<file path="src/rtl/bank_switch.sv">
// Bank-level packet switch: NPB local nodes plus one mesh port share a
// single hold register, round-robin arbitrated, routed by (x,y,z) address.
package bank_pkg;
    localparam int NODES_PER_BANK = 4;

    typedef struct packed {
        logic [3:0] x;
        logic [3:0] y;
        logic [3:0] z;
    } addr_t;

    typedef struct packed {
        logic [3:0]  ctrl;
        addr_t       addr;
        logic [31:0] data;
    } pkt_t;
endpackage

module bank_switch
    import bank_pkg::*;
#(
    parameter int X_ID = 0,
    parameter int Y_ID = 0,
    parameter int NPB  = NODES_PER_BANK
) (
    input  logic             clk,
    input  logic             rst,
    input  logic [NPB-1:0]   src_valid,
    output logic [NPB-1:0]   src_ready,
    input  pkt_t [NPB-1:0]   src_pkt,
    input  logic             mesh_in_valid,
    output logic             mesh_in_ready,
    input  pkt_t             mesh_in_pkt,
    output logic [NPB-1:0]   dst_valid,
    input  logic [NPB-1:0]   dst_ready,
    output pkt_t             dst_pkt,
    output logic             mesh_out_valid,
    input  logic             mesh_out_ready,
    output pkt_t             mesh_out_pkt,
    output logic [15:0]      drop_count
);
    localparam int NS = NPB + 1;
    localparam int PW = $clog2(NS);

    typedef enum logic {
        S_EMPTY,
        S_FULL
    } state_t;

    state_t          r_state;
    state_t          w_next;
    pkt_t            r_hold;
    pkt_t            w_win_pkt;
    logic [PW-1:0]   r_rr_ptr;
    logic [PW-1:0]   w_win;
    logic [15:0]     r_drop_count;
    logic [NS-1:0]   w_req;
    logic            w_found;
    logic            w_local;
    logic            w_z_ok;
    logic            w_drain;
    logic            w_drop;
    logic            w_accept;

    assign w_req = {mesh_in_valid, src_valid};
    assign w_local = (r_hold.addr.x == 4'(X_ID)) && (r_hold.addr.y == 4'(Y_ID));
    assign w_z_ok = 32'(r_hold.addr.z) < NPB;

    // Output side: only the registered hold drives any valid.
    always_comb begin
        dst_valid      = '0;
        dst_pkt        = '0;
        mesh_out_valid = 1'b0;
        mesh_out_pkt   = '0;
        w_drain        = 1'b0;
        w_drop         = 1'b0;
        if (r_state == S_FULL) begin
            if (!w_local) begin
                mesh_out_valid = 1'b1;
                mesh_out_pkt   = r_hold;
                w_drain        = mesh_out_ready;
            end else if (w_z_ok) begin
                dst_pkt = r_hold;
                for (int i = 0; i < NPB; i++) begin
                    if (32'(r_hold.addr.z) == i) begin
                        dst_valid[i] = 1'b1;
                        w_drain      = dst_ready[i];
                    end
                end
            end else begin
                w_drain = 1'b1;
                w_drop  = 1'b1;
            end
        end
    end

    // Round-robin search starting one past the last winner.
    always_comb begin
        logic [PW-1:0] idx;
        w_found = 1'b0;
        w_win   = '0;
        idx     = '0;
        for (int k = 1; k <= NS; k++) begin
            idx = PW'((int'(r_rr_ptr) + k) % NS);
            if (!w_found && w_req[idx]) begin
                w_found = 1'b1;
                w_win   = idx;
            end
        end
    end

    assign w_accept = rst && w_found && ((r_state == S_EMPTY) || w_drain);

    always_comb begin
        src_ready     = '0;
        w_win_pkt     = mesh_in_pkt;
        mesh_in_ready = w_accept && (w_win == PW'(NPB));
        for (int i = 0; i < NPB; i++) begin
            if (w_win == PW'(i)) begin
                src_ready[i] = w_accept;
                w_win_pkt    = src_pkt[i];
            end
        end
    end

    always_comb begin
        w_next = r_state;
        if (w_accept) begin
            w_next = S_FULL;
        end else if (w_drain) begin
            w_next = S_EMPTY;
        end
    end

    always_ff @(posedge clk or negedge rst) begin
        if (!rst) begin
            r_state <= S_EMPTY;
        end else begin
            r_state <= w_next;
        end
    end

    always_ff @(posedge clk or negedge rst) begin
        if (!rst) begin
            r_hold       <= '0;
            r_rr_ptr     <= PW'(NPB);
            r_drop_count <= '0;
        end else begin
            if (w_accept) begin
                r_hold   <= w_win_pkt;
                r_rr_ptr <= w_win;
            end
            if (w_drop && (r_drop_count != 16'hFFFF)) begin
                r_drop_count <= r_drop_count + 16'd1;
            end
        end
    end

    assign drop_count = r_drop_count;

endmodule

</file>
<file path="config.mk">
export PLATFORM = sky130hd
export DESIGN_NAME = bank_switch
export DESIGN_NICKNAME = d
export VERILOG_FILES = /design/src/rtl/bank_switch.sv
export SDC_FILE = /design/constraint.sdc
export NUM_CORES = 1
export LEC_CHECK = 0
export ABC_CLOCK_PERIOD_IN_PS = 17100
export BUFFER_PORTS_ARGS = -buffer_cell sky130_fd_sc_hd__buf_2
export CAP_MARGIN = 20
export CORE_AREA = 2 2 146 148
export DETAILED_ROUTE_END_ITERATION = 7
export DIE_AREA = 0 0 148 150
export GPL_TIMING_DRIVEN = 0
export PLACE_DENSITY_LB_ADDON = 0.08
export REMOVE_ABC_BUFFERS = 1
export SYNTH_ARGS = -nofsm -noshare
export SYNTH_HDL_FRONTEND = slang
export SYNTH_SLANG_ARGS = --single-unit
</file>
<file path="constraint.sdc">
create_clock -name clk -period 17.1 [get_ports clk]
set_input_delay 3.42 -clock clk [delete_from_list [all_inputs] [get_ports clk]]
set_output_delay 3.42 -clock clk [all_outputs]
set_load 0.01 [all_outputs]
</file>
==> flow_summary.toml <==
[clocking]
clk_latency_ns = 0.34
numCtsBuffers = 9
post_cts.repair.setup_buffers = 0
cts_sinks = 68
clkTransAtPathRegs_ns = 0.06
cts_htree_levels = 3
cts.path.max_buffers = 2
holdBufCountCts = 0
ctsResizeCount = 0
ctsRootBufferMaster = "clkbuf_16"
cts_tree = "yes"

[place]
postPlaceCellArea_um2 = 9350
dp_slack_ns = 6.26
gp_congestion = 0.848
io_buffer_count = 363
dp_hpwl_um = 23200

[floorplan]
start_util = 0.363
io_pins = 374
die-area_um2 = 22200
fp-row-count = 53
core-area_um2 = 20700
die_w_um = 148
fp.dieH_um = 150

[global_routing]
grt_overflow = 0
grt_util_all_layers = 0.258
antenna_found_initial = 2
grt_max_degree = 63
grt_pass1_wl_um = 44200
grt_pass1_vias = 7648

[drt]
wl_um = 29900
drcViolationCount = 0
ant_nets = 0
vias = 8015
avgViaCountPerCell = 5.55
drtIter0Drc = 463
drt_first_pass_iters = 4
wl_per_cell_um = 20.7

[layout]
finalNetCount = 1443
design_area_um2 = 9670
area_delta_synth_final_pct = 28.9
drive_gt1_frac = 0.384

[run]
cap_violations = 0

[timing]
fmax_mhz = 89.8
setup_viol = 0
fin_crit_sh = 0.651
relSlewSlack = 0.307
skew_ns = 0.00655
tns_ns = 0
layout_setup_ws_ns = 5.96
rsz0062_at_grt = "no"
slew_violations = 0
post-route-min-period_ns = 11.14
finalHoldViolCount = 0
tightestPinTransition_ns = 1.04

[setup_path]
max_stage_delay_ns = 1.14
cp_slowest_cell = "ha_1"
required_ns = 13.68
cp.arrival_ns = 7.72
crit_buf_inv = 4
end_kind = "primary output"
crit_chain = "inv_1, ha_1, clkinv_1, ha_1, inv_1, ha_1, and4b_1, a311oi_4, a221oi_1, o211a_1, a22oi_2, and2_4, o41ai_4, and2_1, nand2_2, nor2_1, buf_2"
critPathMaxFanout = 51
path_common_cell = "ha_1"
critPathLaunchType = "register"
critPathTopFamily = "simple AND/OR/NAND/NOR gates"
timing_worst_setup_path_type = "register to primary output"

[synthesis]
syn_area_um2 = 7500
ys.flop_type = "dfrtp_1"
syn_inst = 855
synth.distinct_cells = 97
synth_edf_count = 0
ys_seq_area_frac = 0.227
ys_ff_latch = 68
synth_top_area_frac = 0.223
synth_common_cells = "o221ai_1, nand2_1, dfrtp_1"
synth_most_common_cell = "o221ai_1"
async_flop_share = 1.00
synthTopCellsByArea = "dfrtp_1, o221ai_1, mux2i_1, ha_1, and2_1"
ys_warn_count = 0
synth_top_area_cell = "dfrtp_1"
syn_avg_cell_area_um2 = 8.78

[hold_path]
hp-class = "register to register"

[run_status]
status = "finished clean"
==> cells in the final DEF, fill, tap and decap left out, types with 5 or more instances in the layout <==
| cell | instances |
|---|---|
| xnor2_1 | 15 |
| nor2b_1 | 8 |
| o221ai_1 | 75 |
| inv_1 | 20 |
| nand3_1 | 30 |
| nand4_1 | 8 |
| and3_1 | 47 |
| o2111ai_1 | 14 |
| conb_1 | 10 |
| o21ai_0 | 15 |
| buf_16 | 6 |
| o221ai_2 | 9 |
| o211ai_1 | 19 |
| mux2i_1 | 50 |
| xor2_1 | 6 |
| ha_1 | 27 |
| nor3b_1 | 5 |
| clkbuf_16 | 9 |
| nor2_1 | 29 |
| dfrtp_1 | 65 |
| nand2_1 | 69 |
| and2_1 | 49 |
| buf_2 | 362 |
| nor3_1 | 17 |
| a21oi_1 | 17 |
| nand2b_1 | 44 |
| nor4_1 | 5 |
| mux2_2 | 15 |
==> flip-flops by register name, summed over array words and instances, names as in the netlist <==
name	flops
r_rr_ptr	3
drop_count	16
r_state	1
r_hold	48
==> metrics by stage <==
stage / utilization / std cells / hold slack [ns]
2_1_floorplan: - / 777 / 0.462
3_3_place_gp: 0.439 / 1415 / 0.481
3_5_place_dp: 0.452 / 1426 / 0.479
4_1_cts: 0.467 / 1442 / 0.488
5_1_grt: 0.467 / 1444 / 0.508
6_report: 0.468 / 1445 / 0.482
==> area by class of cell <==
cell class                 count  area, µm²
antenna                        2       5.00
clock buffer                  10        239
clock inverter                 6       71.3
fill                        2093      11000
inverter                      22       85.1
multi-input combinational    687       5150
sequential                    68       1710
tap                          275        344
timing repair buffer         375       2070
==> logic make-up (layout without fill, tap and decap cells) <==
family / Yosys count / in the layout / synth area share
fa+ha+maj: 29 / 29 / 0.0490
mux: 68 / 68 / 0.0982
flops: 68 / 68 / 0.227
buf+inv: 109 / 413 / 0.0937
xor+xnor: 23 / 23 / 0.0304
other cells: 1 / 12 / 0.000500
simple gates: 340 / 340 / 0.254
compound gates: 217 / 217 / 0.247
==> path summary, 6_finish.rpt <==
check / start / end / depth (start not counted) / slack [ns]
max: r_rr_ptr[0] / src_ready[1] / 17 / 5.96
min: drop_count[4] / drop_count[4] / 1 / 0.48
max reg2reg: r_rr_ptr[0] / r_hold[38] / 16 / 9.57
min reg2reg: drop_count[4] / drop_count[4] / 1 / 0.48
max in group asynchronous: rst / r_rr_ptr[2] / 2 / 13.49
min in group asynchronous: rst / r_hold[47] / 1 / 2.99
==> metal layers <==
layer,GRT usage,up-vias,share of wire
met5,0,-,0
met4,0.0638,0,0.016
met3,0.0463,29,0.062
met2,0.455,314,0.50
met1,0.325,3813,0.42
li1,-,3859,-
Power is left out: the tool's default activity adds up to more than one toggle a clock period on the data nets, which glitch-free logic cannot reach.
